===== config.mk =====
export PLATFORM = sky130hd
export DESIGN_NAME = instr_cache
export DESIGN_NICKNAME = d
export VERILOG_FILES = /design/src/rtl/instr_cache.sv
export SDC_FILE = /design/constraint.sdc
export NUM_CORES = 2
export LEC_CHECK = 0
export BUFFER_PORTS_ARGS = -buffer_cell sky130_fd_sc_hd__buf_2
export CORE_MARGIN = 3
export CORE_UTILIZATION = 47
export DETAILED_ROUTE_END_ITERATION = 10
export SLEW_MARGIN = 20
export SYNTH_ARGS = -nofsm -noshare
export SYNTH_HDL_FRONTEND = slang
export SYNTH_SLANG_ARGS = --single-unit

===== constraint.sdc =====
create_clock -name clk -period 4.02 [get_ports clk]
set_input_delay 0.201 -clock clk [delete_from_list [all_inputs] [get_ports clk]]
set_output_delay 0.201 -clock clk [all_outputs]
set_load 0.01 [all_outputs]

===== src/rtl/instr_cache.sv =====
// Direct-mapped read-only instruction cache: hits return in the same cycle;
// a miss stalls the fetch stage and fills the whole line in order over req/ack.
module instr_cache #(
    parameter int LINES = 16,
    parameter int WORDS = 4
) (
    input  logic        clk,
    input  logic        rst,
    input  logic [31:0] instr_addr,
    output logic [31:0] instr,
    output logic        stall,
    output logic        mem_req,
    output logic [31:0] mem_addr,
    input  logic        mem_ack,
    input  logic [31:0] mem_data
);

    localparam int WB = $clog2(WORDS);
    localparam int IB = $clog2(LINES);
    localparam int LB = WB + 2;
    localparam int TB = 32 - LB - IB;

    typedef enum logic {IDLE, FILL} state_t;

    state_t         state_reg;
    logic [LINES-1:0] valid_reg;
    logic [TB-1:0]  tag_mem  [LINES];
    logic [31:0]    data_mem [LINES*WORDS];
    logic [31:0]    fill_base_reg;
    logic [WB-1:0]  fill_cnt_reg;

    logic [WB-1:0]  word_sel;
    logic [IB-1:0]  index_sel;
    logic [TB-1:0]  tag_sel;
    logic [31:0]    line_base;
    logic [IB-1:0]  fill_idx;
    logic [TB-1:0]  fill_tag;
    logic [WB-1:0]  next_cnt;
    logic           hit;
    logic           fill_ack;
    logic           fill_last;
    logic           unused_offset;

    assign word_sel      = instr_addr[2 +: WB];
    assign index_sel     = instr_addr[LB +: IB];
    assign tag_sel       = instr_addr[31 -: TB];
    assign line_base     = {instr_addr[31:LB], {LB{1'b0}}};
    assign unused_offset = ^instr_addr[1:0];

    assign fill_idx  = fill_base_reg[LB +: IB];
    assign fill_tag  = fill_base_reg[31 -: TB];
    assign next_cnt  = fill_cnt_reg + WB'(1);
    assign fill_last = (fill_cnt_reg == WB'(WORDS - 1));
    assign fill_ack  = (state_reg == FILL) && mem_req && mem_ack;

    assign hit   = valid_reg[index_sel] && (tag_mem[index_sel] == tag_sel);
    assign stall = (state_reg != IDLE) || !hit;
    assign instr = stall ? 32'h0000_0000 : data_mem[{index_sel, word_sel}];

    // Data and tag arrays carry no reset; validity is tracked separately.
    always_ff @(posedge clk) begin
        if (rst && fill_ack) begin
            data_mem[{fill_idx, fill_cnt_reg}] <= mem_data;
            if (fill_last) begin
                tag_mem[fill_idx] <= fill_tag;
            end
        end
    end

    always_ff @(posedge clk) begin
        if (!rst) begin
            state_reg     <= IDLE;
            valid_reg     <= '0;
            mem_req       <= 1'b0;
            mem_addr      <= 32'h0000_0000;
            fill_base_reg <= 32'h0000_0000;
            fill_cnt_reg  <= '0;
        end else begin
            case (state_reg)
                IDLE: begin
                    if (!hit) begin
                        // Invalidate up front so an aborted fill never looks valid.
                        valid_reg[index_sel] <= 1'b0;
                        fill_base_reg        <= line_base;
                        fill_cnt_reg         <= '0;
                        mem_req              <= 1'b1;
                        mem_addr             <= line_base;
                        state_reg            <= FILL;
                    end
                end
                FILL: begin
                    if (fill_ack) begin
                        fill_cnt_reg <= next_cnt;
                        if (fill_last) begin
                            valid_reg[fill_idx] <= 1'b1;
                            mem_req             <= 1'b0;
                            state_reg           <= IDLE;
                        end else begin
                            mem_addr <= fill_base_reg | {{(32-LB){1'b0}}, next_cnt, 2'b00};
                        end
                    end
                end
                default: state_reg <= IDLE;
            endcase
        end
    end

endmodule


Word level (Yosys, flattened, before mapping)
Memory sizes are Yosys's and may differ from the RTL's.
Index checks and enable logic that the tools add are counted.
- flip-flop bits (word level): 80
- RAM bits: 2432
- input bits: 67
- output and inout port bits: 66
- word-level logic and storage cells: 68
- memories kept: 2
- $add $sub $neg: 1
- $lt $le $gt $ge: 4
- equal/unequal tests: 6
- mux-type cells: 31
- bitwise gates (word level): 6
- reduce and logical (&&, ||, !) cells: 12
- memory list (name ; words ; width ; read ports ; clocked after Yosys merged registers in ; write ports ; line ; text):
    data_mem ; 64 ; 32 ; 1 ; 0 ; 1 ; 28 ; logic [31:0] data_mem [LINES*WORDS];
    tag_mem ; 16 ; 24 ; 1 ; 0 ; 1 ; 27 ; logic [TB-1:0] tag_mem [LINES];
- operators by type and width (kind ; count):
    $mux 32 ; 4
    $pmux 32 s2 ; 1
    $mux 16 ; 3
    $or 32x4->32 ; 1
    $pmux 16 s2 ; 1
    $eq 24x24->1 ; 1
    $and 16x16->16 ; 1
    $not 16->16 ; 1
    $or 16x16->16 ; 1
    $mux 1 ; 14
    $lt 4x5->1 const B ; 2
    $demux 1 s4 ; 2
    $ge 4x1->1 const B ; 2
    $logic_and 1x1->1 ; 6
    $reduce_and 3->1 ; 2
    $bmux 1 s4 ; 1
    $mux 2 ; 2
    $ne 2x1->1 const B ; 2
    $ne 2x2->1 const B ; 2
    $pmux 1 s2 ; 2
    $pmux 2 s2 ; 1
    $reduce_and 2->1 ; 2
    $add 2x1->2 const B ; 1
    $eq 2x2->1 const B ; 1
    other kinds (3) ; 4

Logic depth before layout (Yosys ltp)
- depth in word-level cells: 8
- gate-level depth with buffers: 15
- gate-level depth less buffers: 8

Least setup slack after synthesis
Ideal clock, no wire load.
- kind: input to output
- start point: input port instr_addr[4]
- end point: output port instr[21]
- data arrival time: 3.157 ns
- required time: 3.819 ns
- slack: 0.662 ns
- stages: 11
- buffers on the path: 3
- cell sequence: buf_2 buf_6 buf_2 mux4_2 a222oi_1 nand2_1 o211ai_1 nand3_1 nor4_4 nand3b_2 a2111oi_0
- word-level cells in the longest chain between the ends: 6
- elaborated cells between the ends (all ways): 9
- those cells by class: eq/ne (1); mux (3); reduce/logical (3); memory (2)
- ends and longest elaborated chain (element ; line ; text):
    from (decl) ; 9 ; input logic [31:0] instr_addr,
    $mem_v2 16x24 or $bmux 1 s4 (tied branches) ; - ;
    $eq 24x24->1 or $mux 1 (tied branches) ; 56 ; assign hit = valid_reg[index_sel] && (tag_mem[index_sel] == tag_sel);
    $logic_and 1x1->1 ; 56 ;
    $logic_not 1->1 ; - ;
    $logic_or 1x1->1 ; 57 ; assign stall = (state_reg != IDLE) || !hit;
    $mux 32 * ; 58 ; assign instr = stall ? 32'h0000_0000 : data_mem[{index_sel, word_sel}];
    to (decl) ; 10 ; output logic [31:0] instr,
Mark *: on every way between the ends. The rest lies on a longest branch, timed or not. The select of a mux whose other input is x is not followed.

Final worst setup path
- start point: memory tag_mem[15][21] (netlist bit)
- end point: output port instr[28]
- word-level cells in the longest chain between the ends: 6
- ends and longest elaborated chain (element ; line):
    from (decl) ; 27
    $mem_v2 16x24 ; -
    $eq 24x24->1 ; 56
    $logic_and 1x1->1 ; 56
    $logic_not 1->1 ; -
    $logic_or 1x1->1 ; 57
    $mux 32 ; 58
No other way between the ends.

==> results by group <==
Outcome
  • Status: complete, but fails checks
  • Failing checks: setup timing

Power and ir drop
  • Worst IR drop on VDD: 0.428 mV
  • Pint: 0.0431 W
  • Clk pwr share: 42.4%
  • PwrDens: between 400 and 500 mW/mm²
  • Net load switching power: ~0.011 W
  • Reg power frac: 53.1%
  • Sw frac: between 20% and 30%
  • Leakage: about 36 nW
  • Logic pwr share: under 10%

Critical path
  • FF-to-FF setup slack: 220 ps
  • Crit-path slowest cell: mux4_2
  • CP Data Required Time: between 3000 and 4000 ps
  • CP Buf/Inv Count: 4
  • Startpoint Class: flop
  • Slowest stage delay, CP: 510 ps
  • CP Data Arrival Time: 3890 ps
  • Critical Path, Cell by Cell: mux4_2, a21oi_2, a22o_1, o32ai_2, a2111oi_4, buf_4, nor4b_4, nand3b_4, buf_12, buf_4, nor3_4, buf_6
  • CP endpoint kind: primary output
  • Critical path's top delay family: compound AO/OA/AOI/OAI gates
  • Crit-path max FO: 9
  • CP most frequent cell: buf_4
  • Kind of critical path: reg -> out

Timing
  • TNS Setup: -489 ps
  • Min Tclk post-route: 4090 ps
  • Worst hold margin: between 30 and 40 ps
  • Slew HR: a little over a fifth
  • Unrepaired setup endpoints after global routing: true
  • Max Clk Rate: approximately 0.24 GHz
  • Final worst path period share: 102%
  • Final Slew Violations: 0
  • Clk_skew: 54.9 ps
  • Slew of the pin with the lowest slew margin: ~1200 ps
  • Final setup violation count: 10
  • Final Hold Fails: 0
  • Final WS setup: -71.5 ps

Final layout
  • Area growth, synth to finish: 16.3%
  • Design Area, Final: around 0.11 mm²
  • Biggest regs: data_mem x2048, tag_mem x384, mem_addr x30
  • Top reg by flops: data_mem
  • Register Area: 0.0746 mm²
  • # fillers: ~15000
  • Max reg flops: between 2000 and 2500
  • Share of cells above drive strength 1: 31.5%
  • Final nets: slightly below 5000
  • Multi-input gate area: 0.0215 mm²

Clock network
  • Clock slew at reported path FFs: 60 ps
  • Clk sink count: 2510
  • CTS tree: built
  • Clock root buffer: clkbuf_16
  • Max Buffers Root-to-Sink: 4
  • H-tree depth: 5
  • CTS buffer count: 274
  • Clock Latency Late Sink: 930 ps

GRT
  • First-pass GRT wire length: 383000 µm
  • Overall Global Routing Usage: 26.0%
  • Vias in the first global route: 48800
  • Antenna violations before repair: 9
  • Largest net degree at the start of global routing: between 60 and 70
  • Overflow after GRT: 0

Logic synthesis
  • Top cell type's share of synthesized area: 75.7%
  • Sequential share of the synthesized area: 77.3%
  • Number of synthesized register bits: 2510
  • Synth Cell Area: 0.0965 mm²
  • Synth area leader: edfxtp_1
  • Post-Syn Instances: 4359
  • Post-synth EDFFs: 2432
  • Ys async rst share: 0%
  • Synth area leaders: edfxtp_1 76%, mux4_2 15%, dfxtp_1 1.6%
  • Distinct cells, synth: 67
  • Top FF cell, synth: edfxtp_1
  • Mapped Avg Cell Area: between 20 and 25 µm²
  • Yosys warns: 0

Route
  • Final wirelength: 273000 µm
  • DRT iter0 DRCs: 6323
  • Router iterations before antenna repair: 7
  • DRC viols: 0
  • WL per Instance: between 30 and 40 µm
  • Post-route ant nets: 0
  • Vias: 49200
  • Via density: 6.33

Placement
  • Placed Instance Area: between 0.1 and 0.15 mm²
  • GPL Wtd Cong: 0.825
  • Port Buf Inserts: 128
  • Dpl hpwl: between 150000 and 200000 µm
  • Place WS: -140 ps

Die
  • Num rows: 165
  • Die height: ~460 µm
  • Initial Util: 47.5%
  • DIE AREA: ~0.21 mm²
  • Die Width: 459 µm
  • Core area: roughly 0.20 mm²
  • I/O pin total: about 130

Min path
  • Hold Crit Class: in -> reg

Flow run
  • Max cap viols: 0
## layer usage
metal  vias to the layer above  GRT usage [%]  wire [µm]
met2                      2472           40.9     130000
met1                     26700           36.8     109000
met3                       494           5.26      24700
met4                         2           8.41       9310
li1                      19600              -          -
met5                         -              0         13
## power by group through the flow
stage / clock network (W) / logic [W] / registers [W]
after floorplan: 0 / 0.00138 / 0.0294
after global placement: 0 / 0.00239 / 0.0294
after detailed placement: 0 / 0.00242 / 0.0294
after CTS: 0.0234 / 0.00248 / 0.0288
after global routing: 0.0245 / 0.00264 / 0.0288
final: 0.0230 / 0.00249 / 0.0288
## path summary, 6_finish.rpt
kind              startpoint               end  cells past startpoint
min              mem_data[0]   data_mem[52][0]                      1
min reg2reg      mem_addr[2]       mem_addr[2]                      2
max reg2reg    tag_mem[4][5]  fill_base_reg[6]                     13
max          tag_mem[15][21]         instr[28]                     12
## synthesized netlist by cell type (3+ instances only)
library cell  count
a2111oi_0         5
a211oi_1         18
a21oi_1          26
a221oi_1          7
a222oi_1          3
a22o_1            7
a22oi_1          21
a311oi_1          4
a31oi_1          38
and3_1            6
buf_1            24
buf_2            80
buf_4            15
buf_6             3
clkbuf_1        126
dfxtp_1          78
edfxtp_1       2432
inv_1            14
mux2_2           22
mux2i_1         146
mux4_2          643
nand2_1         154
nand2b_1          6
nand3_1          20
nand3b_1          3
nand4b_1         25
nor2_1          147
nor2b_1          13
nor3_1           20
nor4_1            5
o211a_1          24
o21ai_0          26
o221a_1           4
o221a_2           8
o221ai_1          4
o22ai_1         109
o32ai_1           3
or3_1             3
or4_1             7
xnor2_1          22
xor2_1            3
## cells in the final DEF, fill, tap and decap left out, drive strengths merged, types with 78 or more instances in the layout
cell type  instances
o22ai            109
clkbuf           345
mux4             643
mux2i            146
clkinv           100
nand2            154
dfxtp             78
buf              466
edfxtp          2432
nor2             147
## worst reg2reg max path: stages (launching register included)
cell	delay, ps
edfxtp_1	370
mux4_2	510
o21a_1	210
a22o_1	190
o32ai_2	180
a2111oi_4	90
buf_4	170
nor4b_4	130
buf_4	160
buf_12	160
a21oi_4	530
buf_4	300
mux2i_1	180
dlygate4sd3_1	550
## final cells by class
cell class	count	share of cell area (%)
multi-input combinational	1587	19.2
clock inverter	119	0.696
timing repair buffer	518	4.07
tap	2672	2.98
inverter	15	0.0502
clock buffer	345	6.47
antenna	7	0.0156
sequential	2510	66.5
## cell families (layout without fill, tap and decap cells)
family,after synthesis,after routing,share of synthesized area [%]
flops,2510,2510,77.3
mux,811,811,16.8
simple gates,422,422,2.03
compound gates,325,325,2.38
buf+inv,263,997,1.21
xor+xnor,25,25,0.227
fa+ha+maj,2,2,0.0259
other cells,1,9,0.00389
## timing repair
item | 4_1_cts | 5_1_grt
buffers inserted | 4 | 5
pin swaps | 1 | 2
resized for setup | 53 | 36
endpoints found under the hold margin | 448 | 700
cloned | 0 | 0
hold buffers | 41 | 11
setup endpoints to repair | 33 | 34
## through the flow
stage / util (%) / std cells / power [W]
global route: 55.2 / 7769 / 0.0560
detailed placement: 50.7 / 7238 / 0.0318
global placement: 50.7 / 7238 / 0.0318
floorplan: - / 4360 / 0.0307
CTS: 55.0 / 7747 / 0.0548
finish: 55.2 / 7773 / 0.0544
Power figures use the tool's default switching activity.
